[config.mk]
export PLATFORM = sky130hd
export DESIGN_NAME = slice_sum_pack_flat
export DESIGN_NICKNAME = d
export VERILOG_FILES = /design/src/rtl/conv_pkg.sv /design/src/rtl/slice_sum_pack_if.sv /design/src/rtl/pixel_pack.sv /design/src/rtl/slice_sum_pack.sv /design/src/flat_wrapper.sv
export SDC_FILE = /design/constraint.sdc
export NUM_CORES = 1
export LEC_CHECK = 0
export CAP_MARGIN = 20
export CELL_PAD_IN_SITES_DETAIL_PLACEMENT = 0
export CELL_PAD_IN_SITES_GLOBAL_PLACEMENT = 1
export CORE_ASPECT_RATIO = 0.9
export CORE_UTILIZATION = 35
export DETAILED_ROUTE_END_ITERATION = 8
export PLACE_DENSITY_LB_ADDON = 0.1
export SYNTH_ARGS = -nofsm -noshare
export SYNTH_HDL_FRONTEND = slang
export SYNTH_SLANG_ARGS = --single-unit
export TNS_END_PERCENT = 50
[constraint.sdc]
create_clock -name clk -period 4.9 [get_ports clk]
set_clock_uncertainty 0.1 [all_clocks]
set_input_delay 0.98 -clock clk [delete_from_list [all_inputs] [get_ports clk]]
set_output_delay 0.98 -clock clk [all_outputs]
set_load 0.005 [all_outputs]
[src/rtl/conv_pkg.sv]
// Shared widths, arithmetic helpers and the lane index type for the slice-sum
// output stage.
package conv_pkg;

    localparam int CALC_W     = 64;
    localparam int LANE_IDX_W = 8;

    typedef logic [LANE_IDX_W-1:0]    lane_idx_t;
    typedef logic signed [CALC_W-1:0] calc_t;

    function automatic int result_width(input int image_w, input int weight_w);
        return image_w + weight_w + 1;
    endfunction

    function automatic int sum_width(input int result_w, input int slice_nb);
        return result_w + $clog2(slice_nb + 1);
    endfunction

    // Round half toward +inf, then arithmetic shift; shift of 0 passes through.
    function automatic calc_t round_shift(input calc_t x, input int shift);
        calc_t r;
        if (shift > 0) begin
            r = (x + (64'sd1 <<< (shift - 1))) >>> shift;
        end else begin
            r = x;
        end
        return r;
    endfunction

    function automatic calc_t sat_signed(input calc_t x, input int out_w);
        calc_t hi;
        calc_t lo;
        calc_t r;
        hi = (64'sd1 <<< (out_w - 1)) - 64'sd1;
        lo = -(64'sd1 <<< (out_w - 1));
        if (x > hi) begin
            r = hi;
        end else if (x < lo) begin
            r = lo;
        end else begin
            r = x;
        end
        return r;
    endfunction

endpackage

[src/rtl/slice_sum_pack_if.sv]
// Slice-result input bundle and packed-pixel output bundle of slice_sum_pack.
interface slice_sum_pack_if
    import conv_pkg::*;
#(
    parameter int SLICE_NB     = 3,
    parameter int IMAGE_WIDTH  = 16,
    parameter int WEIGHT_WIDTH = 16,
    parameter int OUT_WIDTH    = 16,
    parameter int PACK_NB      = 4
) ();
    localparam int RESULT_WIDTH = result_width(IMAGE_WIDTH, WEIGHT_WIDTH);

    logic [RESULT_WIDTH-1:0]          bias;
    logic                             bias_valid;
    logic [RESULT_WIDTH*SLICE_NB-1:0] result;
    logic [SLICE_NB-1:0]              result_valid;
    logic                             result_last;
    logic [OUT_WIDTH*PACK_NB-1:0]     out_data;
    logic [PACK_NB-1:0]               out_keep;
    logic                             out_valid;
    logic                             out_last;
    logic                             error;

    modport master (
        output bias, bias_valid, result, result_valid, result_last,
        input  out_data, out_keep, out_valid, out_last, error
    );

    modport slave (
        input  bias, bias_valid, result, result_valid, result_last,
        output out_data, out_keep, out_valid, out_last, error
    );
endinterface

[src/rtl/pixel_pack.sv]
// Lane counter and holding word: packs saturated pixels into output words and
// flushes early when a pixel carries end-of-row.
module pixel_pack
    import conv_pkg::*;
#(
    parameter int OUT_WIDTH = 16,
    parameter int PACK_NB   = 4
) (
    input  logic                              clk,
    input  logic                              rst,
    input  logic                              pix_valid,
    input  logic [OUT_WIDTH-1:0]              pix,
    input  logic                              pix_last,
    output logic [PACK_NB-1:0][OUT_WIDTH-1:0] out_data,
    output logic [PACK_NB-1:0]                out_keep,
    output logic                              out_valid,
    output logic                              out_last
);

    lane_idx_t                         cnt_r;
    logic [PACK_NB-1:0][OUT_WIDTH-1:0] word_r;
    logic [PACK_NB-1:0][OUT_WIDTH-1:0] word_s;
    logic [PACK_NB-1:0]                keep_r;
    logic [PACK_NB-1:0]                keep_s;
    logic [PACK_NB-1:0][OUT_WIDTH-1:0] out_data_r;
    logic [PACK_NB-1:0]                out_keep_r;
    logic                              out_valid_r;
    logic                              out_last_r;
    logic                              close_s;

    // Merge the incoming pixel into lane[cnt] and decide whether the word closes.
    always_comb begin
        word_s  = word_r;
        keep_s  = keep_r;
        for (int i = 0; i < PACK_NB; i++) begin
            word_s[i] = (pix_valid && (cnt_r == lane_idx_t'(i))) ? pix  : word_r[i];
            keep_s[i] = (pix_valid && (cnt_r == lane_idx_t'(i))) ? 1'b1 : keep_r[i];
        end
        close_s = pix_valid && ((cnt_r == lane_idx_t'(PACK_NB - 1)) || pix_last);
    end

    // Holding word update and single-cycle word strobe; out_data holds between strobes.
    always_ff @(posedge clk) begin
        if (rst) begin
            cnt_r       <= lane_idx_t'(0);
            word_r      <= {(PACK_NB*OUT_WIDTH){1'b0}};
            keep_r      <= {PACK_NB{1'b0}};
            out_data_r  <= {(PACK_NB*OUT_WIDTH){1'b0}};
            out_keep_r  <= {PACK_NB{1'b0}};
            out_valid_r <= 1'b0;
            out_last_r  <= 1'b0;
        end else begin
            out_keep_r  <= {PACK_NB{1'b0}};
            out_valid_r <= 1'b0;
            out_last_r  <= 1'b0;
            if (close_s) begin
                out_data_r  <= word_s;
                out_keep_r  <= keep_s;
                out_valid_r <= 1'b1;
                out_last_r  <= pix_last;
                cnt_r       <= lane_idx_t'(0);
                word_r      <= {(PACK_NB*OUT_WIDTH){1'b0}};
                keep_r      <= {PACK_NB{1'b0}};
            end else if (pix_valid) begin
                word_r <= word_s;
                keep_r <= keep_s;
                cnt_r  <= cnt_r + lane_idx_t'(1);
            end else begin
                word_r <= word_r;
                keep_r <= keep_r;
                cnt_r  <= cnt_r;
            end
        end
    end

    assign out_data  = out_data_r;
    assign out_keep  = out_keep_r;
    assign out_valid = out_valid_r;
    assign out_last  = out_last_r;

endmodule

[src/rtl/slice_sum_pack.sv]
// Sums same-cycle slice results with a per-channel bias, then rounds, shifts,
// saturates and optionally ReLU-clips each pixel before packing into words.
module slice_sum_pack
    import conv_pkg::*;
#(
    parameter int SLICE_NB     = 3,
    parameter int IMAGE_WIDTH  = 16,
    parameter int WEIGHT_WIDTH = 16,
    parameter int OUT_WIDTH    = 16,
    parameter int SHIFT        = 14,
    parameter int PACK_NB      = 4,
    parameter int RELU         = 1
) (
    input logic              clk,
    input logic              rst,
    slice_sum_pack_if.slave  bus
);

    localparam int RESULT_WIDTH = result_width(IMAGE_WIDTH, WEIGHT_WIDTH);
    localparam int SUM_WIDTH    = sum_width(RESULT_WIDTH, SLICE_NB);

    logic signed [RESULT_WIDTH-1:0] bias_r;
    logic signed [SUM_WIDTH-1:0]    sum_s;
    logic signed [SUM_WIDTH-1:0]    sum1_r;
    logic signed [SUM_WIDTH-1:0]    rnd2_r;
    calc_t                          sat_s;
    logic [OUT_WIDTH-1:0]           pix_s;
    logic [OUT_WIDTH-1:0]           pix3_r;
    logic                           accept_s;
    logic                           bad_s;
    logic                           v1_r, v2_r, v3_r;
    logic                           l1_r, l2_r, l3_r;
    logic                           error_r;

    // Sample acceptance: all-ones accepts, all-zeros idles, anything else is an error.
    always_comb begin
        accept_s = &bus.result_valid;
        bad_s    = (|bus.result_valid) && !accept_s;
    end

    // Sign-extended sum of all slices plus the registered bias.
    always_comb begin
        sum_s = SUM_WIDTH'(bias_r);
        for (int i = 0; i < SLICE_NB; i++) begin
            sum_s = sum_s + SUM_WIDTH'($signed(bus.result[i*RESULT_WIDTH +: RESULT_WIDTH]));
        end
    end

    // Saturate to the output width and optionally clip negatives.
    always_comb begin
        sat_s = sat_signed(calc_t'(rnd2_r), OUT_WIDTH);
        if ((RELU != 0) && (sat_s < 64'sd0)) begin
            pix_s = {OUT_WIDTH{1'b0}};
        end else begin
            pix_s = OUT_WIDTH'(sat_s);
        end
    end

    // Bias register, three-stage arithmetic pipeline and sticky error flag.
    always_ff @(posedge clk) begin
        if (rst) begin
            bias_r  <= {RESULT_WIDTH{1'b0}};
            sum1_r  <= {SUM_WIDTH{1'b0}};
            rnd2_r  <= {SUM_WIDTH{1'b0}};
            pix3_r  <= {OUT_WIDTH{1'b0}};
            v1_r    <= 1'b0;
            v2_r    <= 1'b0;
            v3_r    <= 1'b0;
            l1_r    <= 1'b0;
            l2_r    <= 1'b0;
            l3_r    <= 1'b0;
            error_r <= 1'b0;
        end else begin
            bias_r  <= bus.bias_valid ? $signed(bus.bias) : bias_r;
            sum1_r  <= sum_s;
            v1_r    <= accept_s;
            l1_r    <= accept_s && bus.result_last;
            rnd2_r  <= SUM_WIDTH'(round_shift(calc_t'(sum1_r), SHIFT));
            v2_r    <= v1_r;
            l2_r    <= l1_r;
            pix3_r  <= pix_s;
            v3_r    <= v2_r;
            l3_r    <= l2_r;
            error_r <= error_r | bad_s;
        end
    end

    pixel_pack #(
        .OUT_WIDTH (OUT_WIDTH),
        .PACK_NB   (PACK_NB)
    ) u_pixel_pack (
        .clk       (clk),
        .rst       (rst),
        .pix_valid (v3_r),
        .pix       (pix3_r),
        .pix_last  (l3_r),
        .out_data  (bus.out_data),
        .out_keep  (bus.out_keep),
        .out_valid (bus.out_valid),
        .out_last  (bus.out_last)
    );

    assign bus.error = error_r;

endmodule

[src/flat_wrapper.sv]
// flat-port wrapper written by rule: the top's interface ports become plain ports
module slice_sum_pack_flat import conv_pkg::*;
#(
    parameter int SLICE_NB     = 3,
    parameter int IMAGE_WIDTH  = 16,
    parameter int WEIGHT_WIDTH = 16,
    parameter int OUT_WIDTH    = 16,
    parameter int SHIFT        = 14,
    parameter int PACK_NB      = 4,
    parameter int RELU         = 1
)
  (clk, rst, bus_bias, bus_bias_valid, bus_result, bus_result_valid, bus_result_last, bus_out_data, bus_out_keep, bus_out_valid, bus_out_last, bus_error);
  slice_sum_pack_if #(.SLICE_NB(SLICE_NB), .IMAGE_WIDTH(IMAGE_WIDTH), .WEIGHT_WIDTH(WEIGHT_WIDTH), .OUT_WIDTH(OUT_WIDTH), .PACK_NB(PACK_NB)) bus_i ();
  input logic clk;
  input logic rst;
  input wire logic [$bits(bus_i.bias)-1:0] bus_bias;
  input wire logic [$bits(bus_i.bias_valid)-1:0] bus_bias_valid;
  input wire logic [$bits(bus_i.result)-1:0] bus_result;
  input wire logic [$bits(bus_i.result_valid)-1:0] bus_result_valid;
  input wire logic [$bits(bus_i.result_last)-1:0] bus_result_last;
  output wire logic [$bits(bus_i.out_data)-1:0] bus_out_data;
  output wire logic [$bits(bus_i.out_keep)-1:0] bus_out_keep;
  output wire logic [$bits(bus_i.out_valid)-1:0] bus_out_valid;
  output wire logic [$bits(bus_i.out_last)-1:0] bus_out_last;
  output wire logic [$bits(bus_i.error)-1:0] bus_error;
  assign bus_i.bias = bus_bias;
  assign bus_i.bias_valid = bus_bias_valid;
  assign bus_i.result = bus_result;
  assign bus_i.result_valid = bus_result_valid;
  assign bus_i.result_last = bus_result_last;
  assign bus_out_data = bus_i.out_data;
  assign bus_out_keep = bus_i.out_keep;
  assign bus_out_valid = bus_i.out_valid;
  assign bus_out_last = bus_i.out_last;
  assign bus_error = bus_i.error;
  slice_sum_pack #(.SLICE_NB(SLICE_NB), .IMAGE_WIDTH(IMAGE_WIDTH), .WEIGHT_WIDTH(WEIGHT_WIDTH), .OUT_WIDTH(OUT_WIDTH), .SHIFT(SHIFT), .PACK_NB(PACK_NB), .RELU(RELU)) u_core (.clk(clk), .rst(rst), .bus(bus_i));
endmodule
# Word-level counts from Yosys, hierarchy flattened
# Cells that the tools add are included.
# op_classes
reduce_logical,15
n_lt_le_gt_ge,3
bitwise_logic,2
muxes,11
addsub,5
n_eq_ne,3
# ops
op,count
$mux W64,2
$lt A64 B1 Y1 const B,1
$mux W16,4
$add A35 B15 Y36 const B,1
$add A34 B33 Y35,1
$add A35 B33 Y35,1
$add A33 B33 Y34,1
$gt A22 B16 Y1 const B,1
$lt A22 B16 Y1 const B,1
$eq A8 B2 Y1 const B,2
$add A8 B1 Y8 const B,1
$eq A8 B1 Y1 const B,1
$logic_not A8 Y1,1
$logic_and A1 B1 Y1,7
$reduce_or A2 Y1,3
$mux W1,5
$reduce_and A3 Y1,1
$reduce_or A3 Y1,1
$logic_not A1 Y1,1
$logic_or A1 B1 Y1,1
$not A1 Y1,1
$or A1 B1 Y1,1
# word_totals
input_bits,139
ff_bits,259
output_inout_bits,71
word_cells,63

# Logic depth before layout (Yosys ltp)
# depth
word_depth,5
depth_mapped,13
ltp_nobuf,12

# Cells and area by module
# From an unflattened synthesis, not the netlist that was laid out.
# hier_totals
cells_unflattened,1232
hier_area_um2,12001.5
# modules_own_cells
module,area_each_um2,cells_per_inst,seq_area_each_um2,n_inst
slice_sum_pack,6985.4,805,2001.9,1
pixel_pack,5016.1,427,2922.8,1

# Worst setup path after synthesis
# OpenSTA, ideal clock, no wires.
# synth_timing
path_kind,in2reg
start,in bus_result[9]
end,reg u_core.sum1_r[32]
arrival_time_ps,3746
path_buffers,0
t_required_ps,4679
setup_ps,121
path_stages,12
setup_slack_ps,933
path_cell_list,inv_1 > fa_1 > inv_1 > fa_1 > ha_1 > a211oi_1 > o21ai_0 > o21ai_1 > a21oi_1 > or2_1 > a41oi_1 > mux2_2
# synth_via
elab_chain_cells,3
# synth_rtl
item,line,text
from (decl),flat_wrapper.sv:18,input wire logic [$bits(bus_i.result)-1:0] bus_result;
$add A33 B33 Y34,slice_sum_pack.sv:45,sum_s = sum_s + SUM_WIDTH'($signed(bus.result[i*RESULT_WIDTH +: RESULT_WIDTH]));
$add A34 B33 Y35,slice_sum_pack.sv:45,
$add A35 B33 Y35,slice_sum_pack.sv:45,
to (signal assigned),slice_sum_pack.sv:63,sum1_r <= {SUM_WIDTH{1'b0}};
to (signal assigned),slice_sum_pack.sv:75,sum1_r <= sum_s;
to (decl),slice_sum_pack.sv:24,logic signed [SUM_WIDTH-1:0] sum1_r;
# No other way between the ends.
# A chain may end at the register's enable or synchronous reset.

# Worst setup path after layout
# Same ends and word-level chain as after synthesis.

==> metrics.txt <==
outcome=finished clean; worst flop-to-flop path endpoint=u_core.sum1_r[29]; Relative slew margins=between 20% and 30%; unrepaired setup endpoints after global routing=false; launch point of the worst path=bus_result[9]; maximum number of pins on one net before global-route repair=between 70 and 80; top cell type by total area after synthesis=dfxtp_1; count of hold buffers inserted by post-cts repair=0; number of flip-flops and latches in the synthesized netlist=246; critical register-to-register path startpoint=u_core.bias_r[20]; kind of end point of the critical path=flop; Post-Route WL=about 27000 um; FF+latch area=between 4000 and 5000 sq um; data required time of the critical path=5230 ps; max-slew violation count=0; leakage=about 0.0068 uW; slack of the worst reg-to-reg path=1720 ps; half-perimeter wire length after placement=between 20000 and 25000 um; fraction of post-synthesis cell area in the top cell type by area=41.35%; Placement Cell Area=14400 sq um; post-synth cell types=56; input/output buffers=between 200 and 250; global placement routability congestion=0.8025; Setup Total Neg Slack=0 ps; Worst-Skew Late Latency=540 ps; number of hold-slack violations in the final timing report=0; Register-to-Register Path Depth=12; peak fanout along the critical path=4; Die ar.=34770 sq um; Max Freq=between 200 and 250 MHz; clock tree root driver cell=clkbuf_16; initial antenna violation count=0; post-synthesis instance area=11910 sq um; Min Clock Period, post-route=~4300 ps; post-cts repair resize count=0; largest voltage drop on the vdd net=0.2806 mV; number of sinks on the clock net=246; post-CTS setup-driven buffer insertion count=0; Vert. Die Dim=approximately 180 um; count of placed standard cells including taps=~1900; total non-filler cell area in the finished layout=15240 sq um; fraction of final layout cells sized beyond drive strength 1=5.658%; worst setup path endpoint=u_core.sum1_r[32]; Final Util=45.93%; Die Width=196.4 um; clock input transition at the sequential cells of the worst setup and hold paths=roughly 60 ps; pin slew with the least headroom to its limit=1072 ps; gate count of the mapped netlist=1300; Iteration-0 DRC Markers=~300; first-pass iteration count of the detailed router=5; Syn Area/Cell=9.161 sq um; most area-consuming cells after synthesis=dfxtp_1 41%, fa_1 11%, mux2i_1 8.3%; Clock Tree Buf Depth=3; Synthesis Warnings=0; total vias in the final route=between 8000 and 9000; CTS tree=built; category of the worst setup path launch point=primary input; Post-Syn Nets=1543; drc violations=0; non-filler instance count after layout=1975; total I/O pin count=210; most frequently used flop master after synthesis=dfxtp_1; Layout area overhead=27.98%; path class of the lowest-slack min-delay path=reg -> reg; proportion of synthesized chip area in sequential cells=41.35%; share of synthesized flip-flops with an asynchronous set or reset=0%; initial core utilization=35.89%; endpoint arrival time on the critical path=approximately 4700 ps; TritonCTS buffer count=27; first-pass GRT wire length=44680 um; overall fraction of global-route tracks in use=~16%; deepest level of the CTS H-tree=1; ant diodes=0; count of fill cells added during filler insertion=between 3000 and 4000; Final WS setup=588.6 ps; vias in the first global route=8834; multi-input gate area in the final layout=5996 sq um; number of violations of the max-capacitance limit=0; core box area=33190 sq um; final setup violation count=0; number of nets with antenna violations after routing=0; standard-cell row count=63; number of enable-type register cells in the synthesized netlist=0; power density cells=388.6 nW/um^2; post-DR vias/cell=around 4.5; most common library cells after synthesis=246 x dfxtp_1, 178 x inv_1, 167 x nor2_1, 117 x nand2_1, 99 x mux2i_1; cell with the most instances after synthesis=dfxtp_1; per-cell routed wire length=13.91 um; CP Class=in -> reg; share of the cycle needed by the critical path after routing=around 88%; worst slack after detailed placement=17.33 ps; number of nets in the final layout=between 1500 and 2000; aggregate global routing overflow=0
==> cells in the final DEF (no fill, tap or decap), types with 3 or more instances in the layout <==
cell type / netlist / final
inv_1: 178 / 178
o31ai_1: 4 / 4
and2_1: 5 / 5
xnor2_1: 14 / 14
nand2_1: 117 / 117
or3_1: 5 / 5
clkbuf_1: 33 / 5
and4_1: 7 / 7
a22oi_1: 3 / 3
clkbuf_8: 0 / 5
nand3_1: 17 / 17
a21oi_1: 63 / 63
clkbuf_16: 0 / 27
ha_1: 38 / 38
dfxtp_1: 246 / 246
fa_1: 66 / 66
nor3_1: 9 / 9
o21ai_1: 25 / 25
clkdlybuf4s50_1: 0 / 207
nor2b_1: 13 / 13
or2_2: 2 / 3
nand2_8: 3 / 3
clkinv_2: 0 / 5
a31oi_1: 5 / 5
nor2_1: 167 / 166
xor2_1: 23 / 23
and3_1: 6 / 6
buf_4: 0 / 22
mux2_2: 5 / 5
mux2i_1: 99 / 99
a41oi_1: 4 / 4
o21ai_0: 67 / 67
a21o_1: 6 / 6
a211oi_1: 5 / 5
nand4_1: 13 / 13
==> logic make-up after synthesis <==
| group | after synthesis | share of synthesized area [%] |
|---|---|---|
| and+or+nand+nor | 379 | 14.49 |
| DFF | 246 | 41.35 |
| buffers and inverters | 235 | 8.363 |
| AOI/OAI and AO/OA | 195 | 9.193 |
| muxes | 104 | 8.794 |
| adders and majority gates | 104 | 15.09 |
| xor gates and xnor gates | 37 | 2.721 |
==> routing by layer <==
layer | track usage [%] | wire (um) | up-vias | part of all wire [%]
met5 | 0 | 0 | - | 0
met4 | 4.199 | 576 | 0 | 2.1
met3 | 2.344 | 1013 | 42 | 3.7
met2 | 27.13 | 12720 | 176 | 46
met1 | 20.96 | 13160 | 4094 | 48
li1 | - | - | 4600 | -
==> where the power goes <==
part           switching (uW)  internal [uW]
Combinational             867            705
Clock                     822           1090
Sequential                226           2210
Total                    1920           4010
==> how the worst min path moves through the flow <==
stage / start / endpoint / slack, ps / depth (start not counted)
floorplan: u_core.l1_r / u_core.l2_r / 310 / 1
finish: u_core.v1_r / u_core.v2_r / 330 / 1
CTS: u_core.v1_r / u_core.v2_r / 340 / 1
global route: u_core.v1_r / u_core.v2_r / 350 / 1
detailed placement: u_core.v1_r / u_core.v2_r / 320 / 1
global placement: u_core.l2_r / u_core.l3_r / 320 / 1
==> metrics by stage <==
stage,hold WS (ps),power [uW]
detailed placement,322.0,4068
global placement,318.8,4068
global route,353.9,6319
CTS,338.0,6017
floorplan,313.8,3466
finish,326.8,5922
==> sequential cells by signal, summed over array words and instances (netlist names) <==
signal and cells:
u_core.rnd2_r 22, u_core.u_pixel_pack.out_valid 1, u_core.v2_r 1, u_core.u_pixel_pack.out_data 64, u_core.u_pixel_pack.out_last 1, u_core.u_pixel_pack.word_r 64, u_core.u_pixel_pack.keep_r 4, u_core.v3_r 1
u_core.u_pixel_pack.cnt_r 8, u_core.sum1_r 22, u_core.bias_r 33, u_core.l2_r 1, u_core.u_pixel_pack.out_keep 4, u_core.v1_r 1, u_core.l3_r 1, u_core.pix3_r 16
u_core.l1_r 1, u_core.bus.error 1
==> final cells by class <==
class | instances | area share [%]
Clock buffer | 37 | 5.008
Clock inverter | 10 | 0.5090
Inverter | 178 | 4.384
Multi-Input combinational cell | 819 | 39.34
Sequential cell | 246 | 32.31
Tap cell | 455 | 3.735
Timing Repair Buffer | 230 | 14.71
==> worst max-delay path: stages <==
cell and delay, ps:
clkdlybuf4s50_1 450, inv_1 50, fa_1 530, inv_1 50, fa_1 450, ha_1 360, a211oi_1 290, o21ai_0 130
o21ai_1 290, a21oi_1 150, or2_1 310, a41oi_1 240, mux2_2 360
Power figures use the tool's default switching activity.
